[config.mk]
export PLATFORM = sky130hd
export DESIGN_NAME = divider_iter
export DESIGN_NICKNAME = d
export VERILOG_FILES = /design/src/rtl/divider_iter_pkg.sv /design/src/rtl/divider_iter_step.sv /design/src/rtl/divider_iter.sv
export SDC_FILE = /design/constraint.sdc
export NUM_CORES = 1
export LEC_CHECK = 0
export BUFFER_PORTS_ARGS = -buffer_cell sky130_fd_sc_hd__clkbuf_2
export CAP_MARGIN = 20
export CORE_MARGIN = 4
export CORE_UTILIZATION = 55
export CTS_CLUSTER_DIAMETER = 30
export CTS_CLUSTER_SIZE = 24
export DETAILED_ROUTE_END_ITERATION = 12
export PLACE_DENSITY = 0.82
export SYNTH_ARGS = -nofsm -noshare
export SYNTH_HDL_FRONTEND = slang
export SYNTH_SLANG_ARGS = --single-unit
[constraint.sdc]
create_clock -name clk -period 2.9 [get_ports clk]
set_input_delay 0.29 -clock clk [delete_from_list [all_inputs] [get_ports clk]]
set_output_delay 0.29 -clock clk [all_outputs]
set_load 0.05 [all_outputs]
[src/rtl/divider_iter_pkg.sv]
// Shared definitions for the iterative radix-2 restoring divider.
// Latency: n/a (types and constants only).
// Backpressure: n/a.
package divider_iter_pkg;

    // Controller states. The encoding is fixed so that it stays stable
    // across tools and in waveform viewers.
    typedef enum logic [1:0] {
        IDLE = 2'd0,
        CALC = 2'd1,
        FIX  = 2'd2,
        DONE = 2'd3
    } state_t;

    localparam int M_DEFAULT = 26;
    localparam int N_DEFAULT = 14;

    // The iteration counter holds M-1 down to 0. clog2(M) bits are enough
    // for that. The floor of 1 bit covers the degenerate M=2 case.
    function automatic int cnt_width(input int m);
        return (m <= 2) ? 1 : $clog2(m);
    endfunction

    localparam int CNT_W_DEFAULT = cnt_width(M_DEFAULT);

endpackage

[src/rtl/divider_iter_step.sv]
// One radix-2 restoring-division iteration: shift, trial-subtract, restore.
// Latency: purely combinational.
// Backpressure: none; the caller decides when to register the result.
//
// Ports:
//   rem_in  : partial remainder (N+1 bits)
//   bit_in  : next dividend bit, MSB first
//   dvs     : divisor magnitude (N bits, unsigned)
//   rem_out : updated partial remainder
//   q_bit   : quotient bit produced by this iteration
import divider_iter_pkg::*;

module divider_iter_step #(
    parameter int N = N_DEFAULT
) (
    input  logic [N:0]   rem_in,
    input  logic         bit_in,
    input  logic [N-1:0] dvs,
    output logic [N:0]   rem_out,
    output logic         q_bit
);

    logic [N:0] shifted;
    logic [N:0] diff;

    // The partial remainder is always below dvs. That means rem_in[N] is 0
    // in practice and the shift cannot overflow N+1 bits. The top bit still
    // feeds the compare, so the block stays correct for any input.
    assign shifted = {rem_in[N-1:0], bit_in};
    assign diff    = shifted - {1'b0, dvs};
    assign q_bit   = rem_in[N] | (shifted >= {1'b0, dvs});
    assign rem_out = q_bit ? diff : shifted;

endmodule

[src/rtl/divider_iter.sv]
// Multi-cycle signed/unsigned M/N-bit restoring divider with remainder and flags.
// Latency: out_valid M+2 edges after accept (accept edge included), 1 edge on divide-by-zero.
// Backpressure: result held in DONE until out_ready; in_ready is low outside IDLE.
//
// Ports:
//   clk, rst_n            : clock, async active-low reset
//   in_valid/in_ready     : operand handshake (signed_mode, dividend, divisor)
//   out_valid/out_ready   : result handshake (quotient, remainder, div_zero, ovf)
import divider_iter_pkg::*;

module divider_iter #(
    parameter int M = M_DEFAULT,
    parameter int N = N_DEFAULT
) (
    input  logic         clk,
    input  logic         rst_n,
    input  logic         in_valid,
    output logic         in_ready,
    input  logic         signed_mode,
    input  logic [M-1:0] dividend,
    input  logic [N-1:0] divisor,
    output logic         out_valid,
    input  logic         out_ready,
    output logic [M-1:0] quotient,
    output logic [N-1:0] remainder,
    output logic         div_zero,
    output logic         ovf
);

    localparam int CW = cnt_width(M);

    state_t         state;
    logic           sm_r;
    logic           dvd_neg_r;
    logic           dvs_neg_r;
    logic           ovf_pend_r;
    logic [M-1:0]   q_sh_r;     // dividend bits shift out the top, quotient bits shift in below
    logic [N-1:0]   dvs_mag_r;
    logic [N:0]     rem_r;
    logic [CW-1:0]  cnt_r;

    logic           dvd_neg;
    logic           dvs_neg;
    logic [M-1:0]   dvd_mag;
    logic [N-1:0]   dvs_mag;
    logic           is_ovf;
    logic [N:0]     rem_nxt;
    logic           q_bit;
    logic [M-1:0]   q_fix;
    logic [N-1:0]   r_fix;

    // Operand conditioning at accept. Negating -2^(M-1) yields 2^(M-1),
    // which is the correct unsigned magnitude in M bits.
    assign dvd_neg = signed_mode & dividend[M-1];
    assign dvs_neg = signed_mode & divisor[N-1];
    assign dvd_mag = dvd_neg ? -dividend : dividend;
    assign dvs_mag = dvs_neg ? -divisor  : divisor;
    assign is_ovf  = signed_mode
                   & (dividend == {1'b1, {(M-1){1'b0}}})
                   & (divisor == {N{1'b1}});

    divider_iter_step #(.N(N)) u_step (
        .rem_in  (rem_r),
        .bit_in  (q_sh_r[M-1]),
        .dvs     (dvs_mag_r),
        .rem_out (rem_nxt),
        .q_bit   (q_bit)
    );

    // Truncating division: the quotient sign is the XOR of the operand
    // signs, and the remainder follows the dividend. In the overflow case
    // the magnitude quotient is 2^(M-1) and the signs match. The result
    // therefore already reads as the most-negative value with remainder 0.
    assign q_fix = (sm_r & (dvd_neg_r ^ dvs_neg_r)) ? -q_sh_r : q_sh_r;
    assign r_fix = (sm_r & dvd_neg_r) ? -rem_r[N-1:0] : rem_r[N-1:0];

    assign in_ready  = (state == IDLE);
    assign out_valid = (state == DONE);

    always_ff @(posedge clk or negedge rst_n) begin
        if (!rst_n) begin
            state      <= IDLE;
            sm_r       <= 1'b0;
            dvd_neg_r  <= 1'b0;
            dvs_neg_r  <= 1'b0;
            ovf_pend_r <= 1'b0;
            q_sh_r     <= '0;
            dvs_mag_r  <= '0;
            rem_r      <= '0;
            cnt_r      <= '0;
            quotient   <= '0;
            remainder  <= '0;
            div_zero   <= 1'b0;
            ovf        <= 1'b0;
        end else begin
            case (state)
                IDLE: begin
                    if (in_valid) begin
                        sm_r       <= signed_mode;
                        dvd_neg_r  <= dvd_neg;
                        dvs_neg_r  <= dvs_neg;
                        ovf_pend_r <= is_ovf;
                        q_sh_r     <= dvd_mag;
                        dvs_mag_r  <= dvs_mag;
                        rem_r      <= '0;
                        cnt_r      <= CW'(M - 1);
                        if (divisor == '0) begin
                            quotient  <= '1;
                            remainder <= '0;
                            div_zero  <= 1'b1;
                            ovf       <= 1'b0;
                            state     <= DONE;
                        end else begin
                            state <= CALC;
                        end
                    end
                end
                CALC: begin
                    rem_r  <= rem_nxt;
                    q_sh_r <= {q_sh_r[M-2:0], q_bit};
                    if (cnt_r == '0) begin
                        state <= FIX;
                    end else begin
                        cnt_r <= cnt_r - CW'(1);
                    end
                end
                FIX: begin
                    quotient  <= q_fix;
                    remainder <= r_fix;
                    div_zero  <= 1'b0;
                    ovf       <= ovf_pend_r;
                    state     <= DONE;
                end
                DONE: begin
                    if (out_ready) begin
                        state <= IDLE;
                    end
                end
                default: state <= IDLE;
            endcase
        end
    end

endmodule

==> impl_results.md, run 1 <==
* Tot Pwr at just under 10 mW
* Slew Limit Fails at 0
* Final #Nets at about 960
* Initial core utilization at 0.570
* Dpl hpwl at ~13000 um
* Vias at between 6000 and 7000
* Fillers at about 1000
* Final Hold Violating Endpoints at 0
* CTS root buffer: clkbuf_16
* Data arrival, critical path at 3010 ps
* DRC Markers at 0
* Io pins at 89
* Cells after DPL at between 1000 and 1500
* RSZ-0062 raised after global routing: false
* CP Launch Type: flip-flop
* N_diodes at 0
* Initial drt markers at between 600 and 700
* Die Height at 120 um
* Final Wtd Congestion at 0.910
* Cell Count, Final, Fillers Out at around 1100
* Synth Flop Type: dfrtp_1
* GRT Total Usage at 0.233
* Global-route wire length before repair at 27800 um
* Post-Syn Area per Cell at 8.47 sq um
* Largest net degree at the start of global routing at between 60 and 70
* Part of the power in registers at 0.283
* Worst setup EP type: flip-flop
* P per Cell Area at approximately 1200 nW/um^2
* Syn. warnings at 0
* Post-route setup TNS at 0 ps
* FFs w/ async S/R, synth at 1.00
* DRT antenna net count at 0
* CTS max path bufs at 2
* Netlist Area Pre-Place at 6930 sq um
* Vias in the first global route at between 5000 and 6000
* Port bufs at slightly below 90
* CP Max Fanout at 21
* Number of max-cap violations at 0
* CORE AREA at 12200 sq um
* Clk_lat worst skew at 360 ps
* Worst-Margin Slew at 886 ps
* Area share of the largest cell type after synthesis at 0.390
* Final core occ at 0.654
* Routed WL at 16800 um
* Clock power frac at 0.135
* Die Area at between 10000 and 15000 sq um
* Max frequency at roughly 370 MHz
* Top post-synthesis cells by area: dfrtp_1, xor2_1, nand2_1
* Worst setup path class: reg2reg
* P_int at between 4 and 5 mW
* Worst vdd ir at 645 uV
* Synthesized Nets at between 800 and 900
* P&R area growth vs syn at 14.8%
* Hold crit path type: in2reg
* Slew Limit Headroom at 0.410
* First-pass iteration count of the detailed router at 5
* Number of synthesized flops with an enable pin at 0
* Cells after synthesis at a little over 800
* Final setup fails at 0
* Logic pwr share at 0.581
* Leading area contributor after synthesis: dfrtp_1
* Clk sinks at about 110
* TritonCTS clock tree: done
* Site Rows at 40
* Yosys reg bits at between 100 and 150
* Vias/cell at approximately 5.8
* Layout Skew at roughly 12 ps
* Multi-input logic area at just under 4000 sq um
* H-tree depth at 3
* Sequential standard cell area at 2700 sq um
* Gr ovfl total at 0
* Sequential area share after synthesis at 0.390
* CTS clk-pin slew, worst paths at 70 ps
* Crit path time final at between 2000 and 3000 ps
* Leakage power at approximately 3.5 nW
* Yosys cell types at 56
* Switching part of the total at 0.494
* Post-CTS Repair Setup Buffers at 0
* WL per Instance at between 15 and 20 um
* Cts bufs inserted at 9
* CP Data Required Time at between 3000 and 4000 ps
* Outcome: complete, no violations
* Die W at around 120 um
* Psw at roughly 4.8 mW
* Initial antenna violation count at 0
* Tcrit/Tclk final at 0.939
* Layout cell share with drive strength beyond 1 at 0.161
[cells in the final DEF (no fill, tap or decap), types with 3 or more instances in the layout]
master	n
nor3_1	12
ha_1	22
buf_4	18
o21ai_0	72
dfrtp_1	108
o22ai_1	8
a32oi_1	6
or3_1	13
and2_1	8
or2_2	5
nor2b_1	5
nor2_1	69
mux2i_1	11
nand4_1	5
clkbuf_2	87
buf_12	3
nand2_1	100
inv_1	33
xor2_1	44
xnor2_1	37
a21oi_1	57
nor4_1	13
or4_4	3
a211oi_1	5
a31oi_1	24
and3_1	4
clkbuf_16	9
nor4b_1	3
o31ai_1	13
nand4b_1	3
o41ai_1	8
nand2b_1	8
nand3_1	23
or4_1	8
a21o_1	7
[path summary, 6_finish.rpt]
kind                             start  cells past startpoint       endpoint  slack (ps)
setup / recovery             rem_r[12]                      8      rem_r[10]         180
setup reg to reg             rem_r[12]                      8      rem_r[10]         180
hold reg to reg                    ovf                      2            ovf         460
min in group asynchronous        rst_n                      2   dvs_mag_r[2]         480
max in group asynchronous        rst_n                      3   quotient[10]        1680
hold / removal             divisor[13]                      3  dvs_mag_r[13]         240
[Yosys cell counts (4+ instances only)]
| cell | number |
|---|---|
| and2_1 | 8 |
| buf_2 | 8 |
| clkbuf_1 | 37 |
| mux2i_1 | 12 |
| and3_1 | 4 |
| nor2_1 | 69 |
| o21ai_0 | 72 |
| nor3_1 | 12 |
| xnor2_1 | 37 |
| a21oi_1 | 57 |
| dfrtp_1 | 108 |
| a211oi_1 | 5 |
| or3_1 | 13 |
| nand2_1 | 100 |
| inv_1 | 33 |
| a32oi_1 | 6 |
| nor4_1 | 13 |
| or4_1 | 8 |
| or2_2 | 5 |
| a31oi_1 | 24 |
| o41ai_1 | 8 |
| ha_1 | 25 |
| o22ai_1 | 8 |
| xor2_1 | 44 |
| nand3_1 | 23 |
| a21o_1 | 8 |
| o31ai_1 | 13 |
| nand2b_1 | 8 |
| nand4_1 | 5 |
| nor2b_1 | 5 |
[per-layer routing]
metal  part of all wire  track usage
met1               0.50        0.369
met2               0.41        0.325
met3              0.076       0.0477
met4              0.013       0.0538
met5                  0            0
[critical path, stage by stage (launching register included)]
cell      delay [ps]
dfrtp_1          460
ha_1             420
nand3_1          190
or4_1            550
o211ai_1         150
nor2_1           110
buf_12           180
or4_1            530
nand2_1           80
[state kept, by name, indices dropped and copies added, names as in the netlist]
signal,cells
dvd_neg_r,1
sm_r,1
quotient,26
dvs_neg_r,1
q_sh_r,26
rem_r,15
remainder,14
ovf_pend_r,1
dvs_mag_r,14
cnt_r,5
div_zero,1
state,2
ovf,1
[through the flow]
stage               worst slack, ps  area [sq um]  hold WS (ps)
global placement                171          7600           331
CTS                            94.7          7930           232
global route                   8.23          7960           265
finish                          175          7960           238
floorplan                       381          6930         -5.59
detailed placement             52.2          7600           331
[power by group through the flow]
stage	sequential (mW)	clock (mW)	combinational (mW)
final	2.72	1.30	5.59
after CTS	2.70	1.32	5.50
after detailed placement	2.73	0	5.46
after global routing	2.80	1.39	6.17
after floorplan	3.28	0	3.51
after global placement	2.71	0	5.36
[timing repair]
action / 4_1_cts / 5_1_grt
hold buffers: 1 / 0
resized for setup: 0 / 6
endpoints found under the setup margin: 0 / 4
endpoints found under the hold margin: 45 / 0
[layout make-up]
cell class	count	area share
inverter	33	0.0156
clock inverter	6	0.00991
sequential	108	0.340
clock buffer	10	0.0300
tap	168	0.0264
multi-input combinational	631	0.498
timing repair buffer	109	0.0805
[kinds of logic after synthesis]
kind of cell,count (synthesis),synth area share
adders and majority gates,26,0.0480
AOI/OAI and AO/OA,222,0.195
xor gates and xnor gates,81,0.102
and+or+nand+nor,288,0.200
buffers and inverters,79,0.0442
muxes,14,0.0206
DFF,108,0.390
Power figures use the tool's default switching activity.
==> inputs of run 2 (changes only) <==
--- a/config.mk
+++ b/config.mk
@@ -13,6 +13,7 @@
 export CTS_CLUSTER_SIZE = 24
 export DETAILED_ROUTE_END_ITERATION = 12
 export PLACE_DENSITY = 0.82
+export REMOVE_ABC_BUFFERS = 1
 export SYNTH_ARGS = -nofsm -noshare
 export SYNTH_HDL_FRONTEND = slang
 export SYNTH_SLANG_ARGS = --single-unit
==> impl_results.md, run 2 (synthesis results as in run 1) <==
* Outcome: complete, no violations
* Initial antenna violation count at 0
* P&R area growth vs syn at 14.8%
* Cts bufs inserted at 9
* Die Area at about 14000 sq um
* Most frequent cells in the layout: dfrtp_1, nand2_1, clkbuf_2
* CP Data Required Time at between 3000 and 4000 ps
* RSZ-0062 raised after global routing: false
* First-pass iteration count of the detailed router at 7
* CP delay by family, top: simple AND/OR/NAND/NOR gates
* Routed WL at between 15000 and 20000 um
* Cells after DPL at 1057
* Post-route setup TNS at 0 ps
* Most common library cell in the layout ignoring fill and taps: dfrtp_1
* Layout cell share with drive strength beyond 1 at 0.164
* Cell Count, Final, Fillers Out at between 1000 and 1500
* Final setup fails at 0
* CTS root buffer: clkbuf_16
* N_diodes at 0
* Vias in the first global route at slightly below 6000
* Largest net degree at the start of global routing at 60
* TritonCTS clock tree: done
* Leakage power at ~3.5 nW
* DRT antenna net count at 0
* Tcrit/Tclk final at 0.940
* Slew Limit Headroom at 0.498
* Final Hold Violating Endpoints at 0
* P per Cell Area at ~1200 nW/um^2
* Data arrival, critical path at between 3000 and 4000 ps
* Port bufs at about 90
* Slowest stage delay, CP at around 540 ps
* Bufs and invs on worst path at 2
* Hold crit path type: in2reg
* H-tree depth at 3
* Die W at between 100 and 150 um
* Final Wtd Congestion at about 0.96
* Worst-Margin Slew at approximately 750 ps
* Site Rows at 40
* GRT Total Usage at 0.247
* CTS max path bufs at 2
* Die Height at approximately 120 um
* Gr ovfl total at 0
* Global-route wire length before repair at roughly 29000 um
* Dpl hpwl at roughly 13000 um
* CP Max Fanout at 21
* Worst vdd ir at 768 uV
* CTS clk-pin slew, worst paths at roughly 80 ps
* Crit path time final at approximately 2700 ps
* Max frequency at 367 MHz
* Io pins at 89
* Clk_lat worst skew at between 300 and 400 ps
* WL per Instance at approximately 16 um
* Largest regs: q_sh_r: 26 flops, quotient: 26 flops, rem_r: 15 flops
* DRC Markers at 0
* Layout Skew at around 12 ps
* CORE AREA at 12200 sq um
* CP cell instances: ha_1 -> buf_4 -> nand3_1 -> or4_1 -> o211ai_1 -> nor2_1 -> buf_4 -> or4_1 -> nand2_1
* Vias at 6227
* Worst setup path class: reg2reg
* Slew Limit Fails at 0
* Final #Nets at 972
* Number of max-cap violations at 0
* Initial core utilization at 0.570
* Worst setup EP type: flip-flop
* FF-to-FF setup slack at about 180 ps
* Initial drt markers at ~550
* Clk sinks at roughly 110
* CP Launch Type: flip-flop
* Vias/cell at between 5 and 6
* Slowest cell on crit path: or4_1
* Post-CTS Resized at 0
-- run 2: cell types whose count changed in the layout (fill, tap and decap cells not counted), moves of 2 or more --
cell,before,now
ha_2,2,0
buf_4,18,28
clkinv_4,1,3
ha_1,22,25
-- run 2: worst paths after layout --
path | endpoint | depth (start not counted) | start
worst max-delay path | rem_r[10] | 9 | rem_r[11]
worst min-delay path | dvs_mag_r[13] | 3 | divisor[13]
worst max register to register | rem_r[10] | 9 | rem_r[11]
worst min register to register | remainder[10] | 2 | remainder[10]
max in group asynchronous | dvs_neg_r | 3 | rst_n
min in group asynchronous | q_sh_r[24] | 2 | rst_n
-- run 2: cell type report --
class | count | area [sq um]
repair buffers | 118 | 696
fillers | 1051 | 4200
well taps | 168 | 210
flip-flops and latches | 108 | 2700
multi-input cells | 631 | 3940
clock inverters | 7 | 66.3
inverters | 33 | 124
clock buffers | 9 | 225
-- run 2: report_power, final --
group          leakage (nW)  switching (mW)  internal, mW
registers              1.28           0.589          2.12
clock network         0.144           0.611         0.606
logic                  2.10            3.58          2.02
total                  3.52            4.78          4.75
-- run 2: timing repair --
action / 4_1_cts / 5_1_grt
setup buffers: 0 / 0
hold buffers: 1 / 0
hold endpoints to repair: 49 / 0
-- run 2: worst min-delay path, delay by kind of cell --
| kind | cells | cell delay (ps) |
|---|---|---|
| buffers and inverters | 1 | 120 |
| AND/OR/NAND/NOR | 1 | 60 |
| AO/OA/AOI/OAI | 1 | 60 |
-- run 2: metal layers --
layer | GRT usage | part of all wire | vias up
met5 | 0 | 0 | -
li1 | - | - | 3080
met1 | 0.356 | 0.47 | 2920
met3 | 0.0454 | 0.058 | 28
met2 | 0.376 | 0.45 | 199
met4 | 0.0836 | 0.019 | 0
-- run 2: metrics by stage --
| step | hold slack, ps | area [sq um] | power [mW] | util | worst slack [ps] |
|---|---|---|---|---|---|
| finish | 222 | 7960 | 9.53 | 0.655 | 175 |
| floorplan | -5.59 | 6750 | 6.64 | - | -884 |
| detailed placement | 374 | 7660 | 8.29 | 0.630 | 112 |
| global placement | 371 | 7660 | 8.15 | 0.630 | 196 |
| CTS | 215 | 7960 | 9.54 | 0.655 | 178 |
| global route | 246 | 7960 | 10.3 | 0.655 | 3.89 |
==> inputs of run 3 (changes only) <==
--- a/config.mk
+++ b/config.mk
@@ -7,6 +7,7 @@
 export LEC_CHECK = 0
 export BUFFER_PORTS_ARGS = -buffer_cell sky130_fd_sc_hd__clkbuf_2
 export CAP_MARGIN = 20
+export CORE_ASPECT_RATIO = 2
 export CORE_MARGIN = 4
 export CORE_UTILIZATION = 55
 export CTS_CLUSTER_DIAMETER = 30
==> constraint.sdc (replaced) <==
create_clock -name clk -period 2.85 [get_ports clk]
set_input_delay 0.285 -clock clk [delete_from_list [all_inputs] [get_ports clk]]
set_output_delay 0.285 -clock clk [all_outputs]
set_load 0.05 [all_outputs]
==> impl_results.md, run 3 (synthesis results as in run 1) <==
* Max frequency at 370 MHz
* Clk sinks at ~110
* Final core occ at 0.647
* Die W at about 87 um
* H-tree depth at 3
* Worst setup path class: reg2reg
* Final Hold Violating Endpoints at 0
* Io pins at 89
* Worst vdd ir at a little under 700 uV
* Reg2reg end: rem_r[10]
* Worst path most repeated cell: or4_1
* Layout cell share with drive strength beyond 1 at 0.168
* P per Cell Area at 1240 nW/um^2
* N_diodes at 0
* WHS Path Cells at 3
* Final setup fails at 0
* Largest regs: q_sh_r: 26 flops, quotient: 26 flops, rem_r: 15 flops
* Slew Limit Fails at 0
* Routed WL at ~19000 um
* Outcome: complete, no violations
* Worst-Margin Slew at a little under 1000 ps
* CP cell instances: ha_1 -> nand3_1 -> or4_1 -> o211ai_1 -> nor2_1 -> buf_4 -> or4_1 -> nand2_1
* Largest net degree at the start of global routing at between 60 and 70
* Dpl hpwl at ~15000 um
* CP Max Fanout at 13
* CP Launch Type: flip-flop
* Worst Reg-to-Reg Cells at 8
* Tot Pwr at between 9 and 10 mW
* Final #Nets at around 1000
* Vias in the first global route at roughly 6400
* Clk_lat worst skew at 360 ps
* Cts bufs inserted at 9
* CP delay by family, top: simple AND/OR/NAND/NOR gates
* RSZ-0062 raised after global routing: false
* Sequential standard cell area at around 2700 sq um
* CTS clk-pin slew, worst paths at 70 ps
* Site Rows at 57
* DRC Markers at 0
* Initial antenna violation count at 0
* Hold crit path type: in2reg
* Port bufs at 88
* First-pass iteration count of the detailed router at 5
* Tcrit/Tclk final at 0.949
* DRT antenna net count at 0
* GRT Total Usage at 0.266
* Worst Min Path Start: divisor[13]
* Die Height at ~170 um
* Crit path time final at 2700 ps
* Slowest cell on crit path: or4_1
* WL per Instance at 18.1 um
* Vias at 6442
* Die Area at approximately 15000 sq um
* Vias/cell at roughly 6.1
* Worst setup EP type: flip-flop
* FF-to-FF setup slack at between 100 and 150 ps
* P&R area growth vs syn at 14.6%
* CTS root buffer: clkbuf_16
* Leakage power at approximately 3.5 nW
* Initial core utilization at 0.565
* TritonCTS clock tree: done
* Number of max-cap violations at 0
* Slowest stage delay, CP at around 530 ps
* Most common library cell in the layout ignoring fill and taps: dfrtp_1
* CP Data Required Time at around 3100 ps
* Gr ovfl total at 0
* CORE AREA at approximately 12000 sq um
* Pre-CTS setup slack at 115 ps
* Final worst slack at roughly 150 ps
* Layout Skew at ~11 ps
* CTS max path bufs at 2
* Slew Limit Headroom at 0.344
* Most frequent cells in the layout: dfrtp_1, nand2_1, clkbuf_2
* Final Wtd Congestion at between 0.9 and 1
* Global-route wire length before repair at about 31000 um
* Initial drt markers at 405
* WHS Endpoint: dvs_mag_r[13]
* Data arrival, critical path at ~3000 ps
* Fillers at ~1000
* Post-route setup TNS at 0 ps
* Bufs and invs on worst path at 1
* Multi-input logic area at 3950 sq um
* Worst r2r src: rem_r[12]
==> run 3: cell count changes in the layout (fill, tap and decap cells not counted) <==
cell        change
clkinv_4        -3
buf_4           +2
clkinvlp_4      +2
a2111oi_0       -1
a2111oi_2       +1
a311oi_1        -1
a311oi_2        +1
buf_12          -1
clkbuf_8        +1
inv_6           +1
inv_8           -1
==> run 3: worst max-delay path by stage <==
stage / depth (start not counted) / end / startpoint / slack, ps
floorplan: 8 / cnt_r[4] / state[0] / -930
global placement: 8 / rem_r[13] / rem_r[11] / 240
detailed placement: 8 / rem_r[7] / rem_r[11] / 120
CTS: 8 / rem_r[7] / rem_r[11] / 110
global route: 8 / rem_r[10] / rem_r[12] / 60
finish: 8 / rem_r[10] / rem_r[12] / 150
==> run 3: where the power goes <==
| group | leakage [nW] | internal (mW) | total, mW | switching [mW] |
|---|---|---|---|---|
| logic | 2.10 | 2.08 | 5.83 | 3.75 |
| registers | 1.28 | 2.16 | 2.77 | 0.616 |
| clock network | 0.138 | 0.634 | 1.25 | 0.615 |
| total | 3.52 | 4.87 | 9.85 | 4.98 |
==> run 3: cell type report <==
type,instances,area share
clock buffer,10,0.0301
clock inverter,6,0.00662
inverter,33,0.0156
multi-input combinational,631,0.497
sequential,108,0.340
tap,147,0.0232
timing repair buffer,119,0.0870
==> run 3: per-layer routing <==
layer,routed length (um),track usage
met2,10400,0.478
met3,906,0.0321
met1,6710,0.283
met4,1040,0.166
met5,0,0
==> run 3: worst min-delay path: stages <==
cell      delay (ps)
clkbuf_2         120
nand2_1           60
o21ai_0           60
==> run 3: what timing repair did <==
item | CTS | global route
gates resized for setup | 0 | 3
endpoints found under the hold margin | 9 | 0
buffers inserted | 0 | 0
endpoints found under the setup margin | 0 | 13
hold buffers | 1 | 0
==> run 3: through the flow <==
step	instance area (sq um)	std cells	hold WS, ps
3_5_place_dp	7630	1037	374
6_report	7940	1054	213
5_1_grt	7940	1054	246
3_3_place_gp	7630	1037	369
4_1_cts	7930	1054	204
2_1_floorplan	6750	772	-10.6
